[config.mk]
export PLATFORM = sky130hd
export DESIGN_NAME = gpu_cmd_queue_flat
export DESIGN_NICKNAME = d
export VERILOG_FILES = /design/src/rtl/gpu_cmd_queue_if.sv /design/src/rtl/gpu_cmd_queue.sv /design/src/flat_wrapper.sv
export SDC_FILE = /design/constraint.sdc
export NUM_CORES = 1
export LEC_CHECK = 0
export ABC_CLOCK_PERIOD_IN_PS = 9300
export CORE_AREA = 2 2 150 181
export CTS_CLUSTER_SIZE = 14
export DETAILED_ROUTE_END_ITERATION = 12
export DIE_AREA = 0 0 152 183
export DONT_BUFFER_PORTS = 1
export GPL_TIMING_DRIVEN = 0
export PLACE_DENSITY = 0.42
export SYNTH_ARGS = -nofsm -noshare
export SYNTH_HDL_FRONTEND = slang
export SYNTH_SLANG_ARGS = --single-unit
[constraint.sdc]
create_clock -name clk -period 9.3 [get_ports clk]
set_input_delay 0 -clock clk [delete_from_list [all_inputs] [get_ports clk]]
set_output_delay 0 -clock clk [all_outputs]
set_load 0.005 [all_outputs]
[src/rtl/gpu_cmd_queue_if.sv]
// CPU-side command write port and GPU-side strobe port of gpu_cmd_queue.
// master = CPU decode / driver side, slave = the queue itself.
interface gpu_cmd_queue_if #(
  parameter int DEPTH = 16
);
  localparam int CNTW = $clog2(DEPTH) + 1;

  logic            wr_en;
  logic [1:0]      wr_cmd;
  logic [7:0]      wr_data;
  logic            vblank;
  logic            full;
  logic            empty;
  logic [CNTW-1:0] count;
  logic            overflow;
  logic            busy;
  logic [1:0]      gpu_cmd;
  logic [7:0]      gpu_data;
  logic            gpu_int_en;

  modport master (
    output wr_en, wr_cmd, wr_data, vblank,
    input  full, empty, count, overflow, busy, gpu_cmd, gpu_data, gpu_int_en
  );

  modport slave (
    input  wr_en, wr_cmd, wr_data, vblank,
    output full, empty, count, overflow, busy, gpu_cmd, gpu_data, gpu_int_en
  );
endinterface

[src/rtl/gpu_cmd_queue.sv]
// Buffers CPU command writes and replays each as a setup/strobe/gap framed gpu_int_en pulse; write-to-pop 1 edge,
// strobe rises 2 edges after the write; full drops writes and sets sticky overflow. Option GPU_CMDQ_VSYNC_SWAP_EN holds DISPLAY for vblank.
module gpu_cmd_queue #(
  parameter int DEPTH     = 16,
  parameter int SETUP_CYC = 1,
  parameter int PULSE_CYC = 2,
  parameter int GAP_CYC   = 1
) (
  input  logic           clk,
  input  logic           rst,
  gpu_cmd_queue_if.slave bus
);

  localparam int AW      = $clog2(DEPTH);
  localparam int PW      = AW + 1;
  localparam int MAX_SP  = (SETUP_CYC > PULSE_CYC) ? SETUP_CYC : PULSE_CYC;
  localparam int CNT_MAX = (MAX_SP > GAP_CYC) ? MAX_SP : GAP_CYC;
  localparam int CW      = (CNT_MAX > 1) ? $clog2(CNT_MAX) : 1;

  localparam logic [1:0] OP_DISPLAY = 2'b10;

  typedef struct packed {
    logic [1:0] cmd;
    logic [7:0] data;
  } cmd_t;

  typedef enum logic [1:0] {
    ST_IDLE,
    ST_SETUP,
    ST_STROBE,
    ST_GAP
  } state_t;

  cmd_t          mem [DEPTH];
  cmd_t          head;
  logic [PW-1:0] wr_ptr;
  logic [PW-1:0] rd_ptr;
  logic          full_w;
  logic          empty_w;
  logic          push;
  logic          pop;
  logic          gate_ok;
  logic          launch_ok;
  logic          overflow_q;

  state_t        state_q;
  state_t        state_d;
  logic [CW-1:0] cnt_q;
  logic [CW-1:0] cnt_d;
  logic          int_en_d;
  cmd_t          out_q;
  logic          int_en_q;

  // ---------------- FIFO ----------------
  assign head    = mem[rd_ptr[AW-1:0]];
  assign empty_w = (wr_ptr == rd_ptr);
  assign full_w  = (wr_ptr[AW] != rd_ptr[AW]) && (wr_ptr[AW-1:0] == rd_ptr[AW-1:0]);
  // A pop on the same edge frees a slot, so a write into a full queue still lands.
  assign push    = bus.wr_en && (!full_w || pop);

  always_ff @(posedge clk) begin
    if (push) begin
      mem[wr_ptr[AW-1:0]] <= cmd_t'{cmd: bus.wr_cmd, data: bus.wr_data};
    end
  end

  always_ff @(posedge clk) begin
    if (rst) begin
      wr_ptr     <= '0;
      rd_ptr     <= '0;
      overflow_q <= 1'b0;
    end else begin
      if (push) begin
        wr_ptr <= wr_ptr + 1'b1;
      end
      if (pop) begin
        rd_ptr <= rd_ptr + 1'b1;
      end
      if (bus.wr_en && !push) begin
        overflow_q <= 1'b1;
      end
    end
  end

`ifdef GPU_CMDQ_VSYNC_SWAP_EN
  // A DISPLAY at the head blocks everything behind it until vertical blank.
  assign gate_ok = (head.cmd != OP_DISPLAY) || bus.vblank;
`else
  logic unused_vblank;
  logic [1:0] unused_op;
  assign gate_ok       = 1'b1;
  assign unused_vblank = bus.vblank;
  assign unused_op     = OP_DISPLAY;
`endif

  assign launch_ok = !empty_w && gate_ok;

  // ---------------- FSM: state register ----------------
  always_ff @(posedge clk) begin
    if (rst) begin
      state_q <= ST_IDLE;
      cnt_q   <= '0;
    end else begin
      state_q <= state_d;
      cnt_q   <= cnt_d;
    end
  end

  // ---------------- FSM: next state ----------------
  always_comb begin
    state_d = state_q;
    cnt_d   = cnt_q;
    case (state_q)
      ST_IDLE: begin
        if (launch_ok) begin
          state_d = ST_SETUP;
          cnt_d   = CW'(SETUP_CYC - 1);
        end
      end
      ST_SETUP: begin
        if (cnt_q == '0) begin
          state_d = ST_STROBE;
          cnt_d   = CW'(PULSE_CYC - 1);
        end else begin
          cnt_d = cnt_q - 1'b1;
        end
      end
      ST_STROBE: begin
        if (cnt_q == '0) begin
          state_d = ST_GAP;
          cnt_d   = CW'(GAP_CYC - 1);
        end else begin
          cnt_d = cnt_q - 1'b1;
        end
      end
      ST_GAP: begin
        if (cnt_q == '0) begin
          if (launch_ok) begin
            state_d = ST_SETUP;
            cnt_d   = CW'(SETUP_CYC - 1);
          end else begin
            state_d = ST_IDLE;
            cnt_d   = '0;
          end
        end else begin
          cnt_d = cnt_q - 1'b1;
        end
      end
      default: begin
        state_d = ST_IDLE;
        cnt_d   = '0;
      end
    endcase
  end

  // ---------------- FSM: outputs ----------------
  always_comb begin
    pop      = 1'b0;
    int_en_d = 1'b0;
    if (launch_ok) begin
      pop = (state_q == ST_IDLE) || ((state_q == ST_GAP) && (cnt_q == '0));
    end
    int_en_d = (state_d == ST_STROBE);
  end

  // Strobe and operands come straight from flops; operands move only on a pop edge.
  always_ff @(posedge clk) begin
    if (rst) begin
      out_q    <= '0;
      int_en_q <= 1'b0;
    end else begin
      if (pop) begin
        out_q <= head;
      end
      int_en_q <= int_en_d;
    end
  end

  assign bus.full       = full_w;
  assign bus.empty      = empty_w;
  assign bus.count      = wr_ptr - rd_ptr;
  assign bus.overflow   = overflow_q;
  assign bus.busy       = (state_q != ST_IDLE);
  assign bus.gpu_cmd    = out_q.cmd;
  assign bus.gpu_data   = out_q.data;
  assign bus.gpu_int_en = int_en_q;

endmodule

[src/flat_wrapper.sv]
// flat-port wrapper written by rule: the top's interface ports become plain ports
module gpu_cmd_queue_flat 
#(
  parameter int DEPTH     = 16,
  parameter int SETUP_CYC = 1,
  parameter int PULSE_CYC = 2,
  parameter int GAP_CYC   = 1
)
  (clk, rst, bus_wr_en, bus_wr_cmd, bus_wr_data, bus_vblank, bus_full, bus_empty, bus_count, bus_overflow, bus_busy, bus_gpu_cmd, bus_gpu_data, bus_gpu_int_en);
  gpu_cmd_queue_if #(.DEPTH(DEPTH)) bus_i ();
  input  logic clk;
  input  logic rst;
  input wire logic [$bits(bus_i.wr_en)-1:0] bus_wr_en;
  input wire logic [$bits(bus_i.wr_cmd)-1:0] bus_wr_cmd;
  input wire logic [$bits(bus_i.wr_data)-1:0] bus_wr_data;
  input wire logic [$bits(bus_i.vblank)-1:0] bus_vblank;
  output wire logic [$bits(bus_i.full)-1:0] bus_full;
  output wire logic [$bits(bus_i.empty)-1:0] bus_empty;
  output wire logic [$bits(bus_i.count)-1:0] bus_count;
  output wire logic [$bits(bus_i.overflow)-1:0] bus_overflow;
  output wire logic [$bits(bus_i.busy)-1:0] bus_busy;
  output wire logic [$bits(bus_i.gpu_cmd)-1:0] bus_gpu_cmd;
  output wire logic [$bits(bus_i.gpu_data)-1:0] bus_gpu_data;
  output wire logic [$bits(bus_i.gpu_int_en)-1:0] bus_gpu_int_en;
  assign bus_i.wr_en = bus_wr_en;
  assign bus_i.wr_cmd = bus_wr_cmd;
  assign bus_i.wr_data = bus_wr_data;
  assign bus_i.vblank = bus_vblank;
  assign bus_full = bus_i.full;
  assign bus_empty = bus_i.empty;
  assign bus_count = bus_i.count;
  assign bus_overflow = bus_i.overflow;
  assign bus_busy = bus_i.busy;
  assign bus_gpu_cmd = bus_i.gpu_cmd;
  assign bus_gpu_data = bus_i.gpu_data;
  assign bus_gpu_int_en = bus_i.gpu_int_en;
  gpu_cmd_queue #(.DEPTH(DEPTH), .SETUP_CYC(SETUP_CYC), .PULSE_CYC(PULSE_CYC), .GAP_CYC(GAP_CYC)) u_core (.clk(clk), .rst(rst), .bus(bus_i));
endmodule
# Word level (Yosys, flattened, before mapping)
# Memory sizes are Yosys's and may differ from the RTL's. A register that Yosys moved wholly into a read port is not among the register bits.
# Index checks and enable logic that the tools add are counted.
# classes
add_sub_neg,4
n_eq_ne,8
mux,13
bitwise,1
reduce_logical,11
# ops
operator,count
"adder 5 x 1 -> 5 bit, second input constant",2
two-way mux 2 bit,4
case mux 2 bit (4 select lines),1
two-way mux 1 bit,7
"equality test 2 bit, second input constant",3
equality test 5 bit,1
subtractor 5 bit,1
equality test 4 bit,1
logical AND 1 bit,4
case mux 1 bit (3 select lines),1
"equality test 2 x 1 -> 1 bit, second input constant",1
logical NOT 1 bit,2
logical NOT 2 bit,1
logical OR 1 bit,2
"inequality test 2 bit, second input constant",1
nonzero test 2 bit,1
OR reduction 2 bit,1
inequality test 1 bit,1
inverter 1 bit,1
"subtractor 1 bit, second input constant",1
# word_totals
ff_bits,15
ramBits,160
inputBits,14
wordCells,44
n_memories,1
# memory_table
name,words,width,read_ports,rd_clocked_by_memory_dff,write_ports,line,text
u_core.mem,16,10,1,1,1,gpu_cmd_queue.sv:34,cmd_t mem [DEPTH];

# Logic depth before layout (Yosys ltp)
# depth
depth_word,8
depth_mapped,11

# Worst setup path after synthesis
# OpenSTA, ideal clock, no wires.
# synth_path
kind,register to register
startpoint,register u_core.rd_ptr[1]
endpoint,"memory u_core.mem[3][0] (netlist name), enable pin"
setup_ns,0.390
arrival_time_ns,2.636
path_slack_ns,6.274
path_stages_with_launch,10
n_path_buf,3
synth_period_minus_slack_ns,3.026
cell_sequence,dfxtp_1 buf_2 buf_2 buf_2 inv_2 ha_1 nand4_1 o41a_1 nand2_1 nor3_1
# synth_via
elab_chain_len,7
# synth_lines
element,line,text
from (decl),gpu_cmd_queue.sv:37,logic [PW-1:0] rd_ptr;
from (signal assigned),gpu_cmd_queue.sv:77,rd_ptr <= rd_ptr + 1'b1;
equality test 4 bit,gpu_cmd_queue.sv:57,assign full_w = (wr_ptr[AW] != rd_ptr[AW]) && (wr_ptr[AW-1:0] == rd_ptr[AW-1:0]);
logical AND 1 bit,gpu_cmd_queue.sv:57,
logical NOT 1 bit,gpu_cmd_queue.sv:59,assign push = bus.wr_en && (!full_w || pop);
logical OR 1 bit *,gpu_cmd_queue.sv:59,
logical AND 1 bit *,gpu_cmd_queue.sv:59,
two-way mux 1 bit *,gpu_cmd_queue.sv:62,if (push) begin
two-way mux 1 bit (not written as such) *,gpu_cmd_queue.sv:63,"mem[wr_ptr[AW-1:0]] <= cmd_t'{cmd: bus.wr_cmd, data: bus.wr_data};"
to (decl),gpu_cmd_queue.sv:34,
# Mark *: on every way between the ends. The rest lies on a longest branch, timed or not.

# Worst setup path in the final report
# layout_path
startpoint,register u_core.rd_ptr[1]
endpoint,"memory u_core.mem[5][6] (netlist name), enable pin"
# The elaborated chain is that of the path after synthesis.

==> out/metrics.yaml <==
critical_path:
  crit_type: "register to register"
  setup.worst_path.start_class: "register"
  cp_slowest_cell: "nor2_1"
  crit_arrival_ns: 3.91
  cp_max_fo: 10
  cp_common_cell: "buf_2"
  critPathMaxStageDelay_ns: 0.90
  r2r_setup_slack_ns: 5.42
  path_buf_inv: 4
  end_kind: "register"
  reg2reg_to: "u_core.mem[5][6]$_DFFE_PP_"
  cpLargestDelayFamily: "simple AND/OR/NAND/NOR gates"
  reg2reg_depth: 9
  reg2reg_from: "u_core.rd_ptr[1]$_SDFFE_PP0P_"
  critPathRequiredTime_ns: 9.34
  path_cells: "buf_2 -> buf_2 -> buf_2 -> inv_2 -> ha_1 -> nand4_1 -> o41a_1 -> nand2_1 -> nor2_1"
floorplan:
  core_area_sq_um: 26100
  ios: 34
  num_rows: 65
  chipHeight_um: 183
  start_util: 0.286
  die_x_um: 152
  die_area_sq_um: 27800
detailed_routing:
  antenna_left: 0
  drtIter0Drc: 320
  wirelength_um: 18200
  wl_per_cell_um: 22.1
  via_per_inst: 4.78
  drc: 0
  vias: 3939
  dr.pass1.iters: 4
pwr:
  p_leak_nw: 2.78
  power.density_nw_per_um2: 256
  peakVddDrop_uv: 144
  switchingPower_uw: 603
  p_int_mw: 1.63
  p_sw_frac: 0.270
  clkPwrFrac: 0.353
  combPwrFrac: 0.211
  seqPwrFrac: 0.436
grt:
  antenna_found_initial: 0
  grt_pass1_wl_um: 26900
  grt_max_degree: 17
  grt_pass1_vias: 4082
  grt_overflow: 0
  track_usage: 0.134
logic_synthesis:
  yosys_warnings: 0
  yosys_register_bits: 185
  synth.top_cell.area_share: 0.644
  syn-num-nets: 465
  synthCells: 441
  synth_seq_area_share: 0.711
  synth_flop_cell: "edfxtp_1"
  synthArstFlopShare: 0
  synthTopCellsByArea: "edfxtp_1, dfxtp_1, mux2i_1, mux4_2, mux4_1"
  yosysTopAreaCell: "edfxtp_1"
  syn-cell-area_sq_um: 7460
  synth_cell_types: 44
  synth_edf_count: 160
  syn_area_per_cell_sq_um: 16.9
hold_path:
  min_path_cells: 2
  min-delay-start: "rst"
  hold_end: "u_core.state_q[1]$_SDFF_PP0_"
  hold_path.class: "primary input to register"
job:
  maxCapViolCount: 0
cts:
  cts_tree: "built"
  clock-sinks: 185
  ctsResizeCount: 0
  clock_latency_ns: 0.42
  clockRootBuffer: "clkbuf_16"
  cts_max_path_buffers: 2
  cts.htree.levels: 4
  numCtsBuffers: 17
  clkTransAtPathRegs_ns: 0.07
sta:
  tightest_slew_ns: 1.13
  whs_ns: 0.0122
  post-route-period-util: 0.417
  max_slew_margin: 0.246
  fin_skew_ns: 0.0146
  drv_slew: 0
  fin_setup_tns_ns: 0
  rsz0062_at_grt: "no"
  hold_viol: 0
  clock.fmax_mhz: 258
  fin_crit_ns: 3.88
  setup_viol: 0
placement:
  globalplace.congestion: 0.802
  hpwl_um: 12200
  dpl_cell_area_sq_um: 7940
  port_buffers: 0
  placed_cells_incl_taps: 780
layout:
  drive_above_1_share: 0.162
  syn2layout_area_growth_pct: 16.8
  stdcell_count: 824
  stdcell_area_sq_um: 8710
  antennaDiodeCount: 0
  finalNetCount: 501
run_status:
  status: "finished clean"
-- cells in the final DEF, fill, tap and decap left out, types with 11 or more instances in the layout --
cell type	n
o22ai_1	20
a21oi_1	20
nor2_1	23
dlygate4sd3_1	13
o21ai_0	11
clkbuf_16	17
edfxtp_1	160
mux4_2	14
dfxtp_1	25
mux2i_1	41
-- worst max path at each step --
stage	slack, ns	start	endpoint	cells after the start
after CTS	5.30	u_core.rd_ptr[1]$_SDFFE_PP0P_	u_core.mem[11][9]$_DFFE_PP_	9
after global routing	5.15	u_core.rd_ptr[1]$_SDFFE_PP0P_	u_core.mem[7][4]$_DFFE_PP_	9
after global placement	4.78	u_core.rd_ptr[1]$_SDFFE_PP0P_	u_core.mem[0][9]$_DFFE_PP_	9
after floorplan	6.27	u_core.rd_ptr[1]$_SDFFE_PP0P_	u_core.mem[3][0]$_DFFE_PP_	9
after detailed placement	5.33	u_core.rd_ptr[1]$_SDFFE_PP0P_	u_core.mem[11][5]$_DFFE_PP_	9
final	5.42	u_core.rd_ptr[1]$_SDFFE_PP0P_	u_core.mem[5][6]$_DFFE_PP_	9
-- through the flow --
stage / setup WS, ns / utilization / power, mW
after CTS: 5.30 / 0.334 / 2.26
after global placement: 4.78 / 0.302 / 1.44
final: 5.42 / 0.334 / 2.23
after detailed placement: 5.33 / 0.304 / 1.45
after floorplan: 6.27 / - / 1.32
after global routing: 5.15 / 0.334 / 2.33
-- cells in the mapped netlist (all sizes together), types with 2 or more instances --
cell type  count
nand4          2
nand2          9
o22ai         20
or3            2
a21oi         20
mux2i         41
nand2b         3
inv           11
nor3           5
nor2b          4
nand3          3
and3           3
nor2          23
a211oi        10
a21o           2
buf           14
xnor2          6
dfxtp         25
nand3b         3
clkbuf         9
edfxtp       160
o21a           2
mux4          20
mux2          12
o21ai         13
ha             9
-- flip-flops by register name, indices dropped and copies added (netlist names) --
signal	count
u_core.wr_ptr	5
u_core.mem	160
u_core.bus.gpu_data	8
u_core.bus.overflow	1
u_core.bus.gpu_cmd	2
u_core.cnt_q	1
u_core.state_q	2
u_core.bus.gpu_int_en	1
u_core.rd_ptr	5
-- layout make-up --
| cell class | instances | area (sq um) |
|---|---|---|
| sequential | 185 | 5310 |
| clock buffer | 17 | 425 |
| clock inverter | 14 | 216 |
| buffer | 23 | 136 |
| timing repair buffer | 17 | 175 |
| inverter | 11 | 41.3 |
| fill | 2496 | 17400 |
| multi-input combinational | 222 | 2000 |
| tap | 335 | 419 |
-- cell families (layout without fill, tap and decap cells) --
group | after synthesis | after routing | synth area share
muxes | 73 | 73 | 0.137
adders and majority gates | 10 | 10 | 0.0178
buffers and inverters | 34 | 82 | 0.0238
AOI/OAI and AO/OA | 73 | 73 | 0.0637
xor gates and xnor gates | 7 | 7 | 0.00822
and+or+nand+nor | 59 | 59 | 0.0386
DFF | 185 | 185 | 0.711
-- timing repair --
action,CTS,global route
setup buffers,0,0
hold buffers,13,0
setup endpoints to repair,0,0
endpoints found under the hold margin,170,0
-- power groups by stage --
| stage | clock network (mW) | registers (mW) | logic [mW] |
|---|---|---|---|
| floorplan | 0 | 0.979 | 0.336 |
| global placement | 0 | 0.989 | 0.454 |
| detailed placement | 0 | 0.990 | 0.462 |
| CTS | 0.809 | 0.972 | 0.483 |
| global route | 0.835 | 0.976 | 0.515 |
| finish | 0.788 | 0.971 | 0.471 |
-- per-layer routing --
| layer | track usage | up-vias | routed length [um] |
|---|---|---|---|
| met5 | 0 | - | 0 |
| met4 | 0.0359 | 0 | 146 |
| met3 | 0.0300 | 9 | 967 |
| met2 | 0.226 | 97 | 8970 |
| met1 | 0.175 | 2033 | 8080 |
| li1 | - | 1800 | - |
Note: power is estimated with default switching activity, not from simulation.
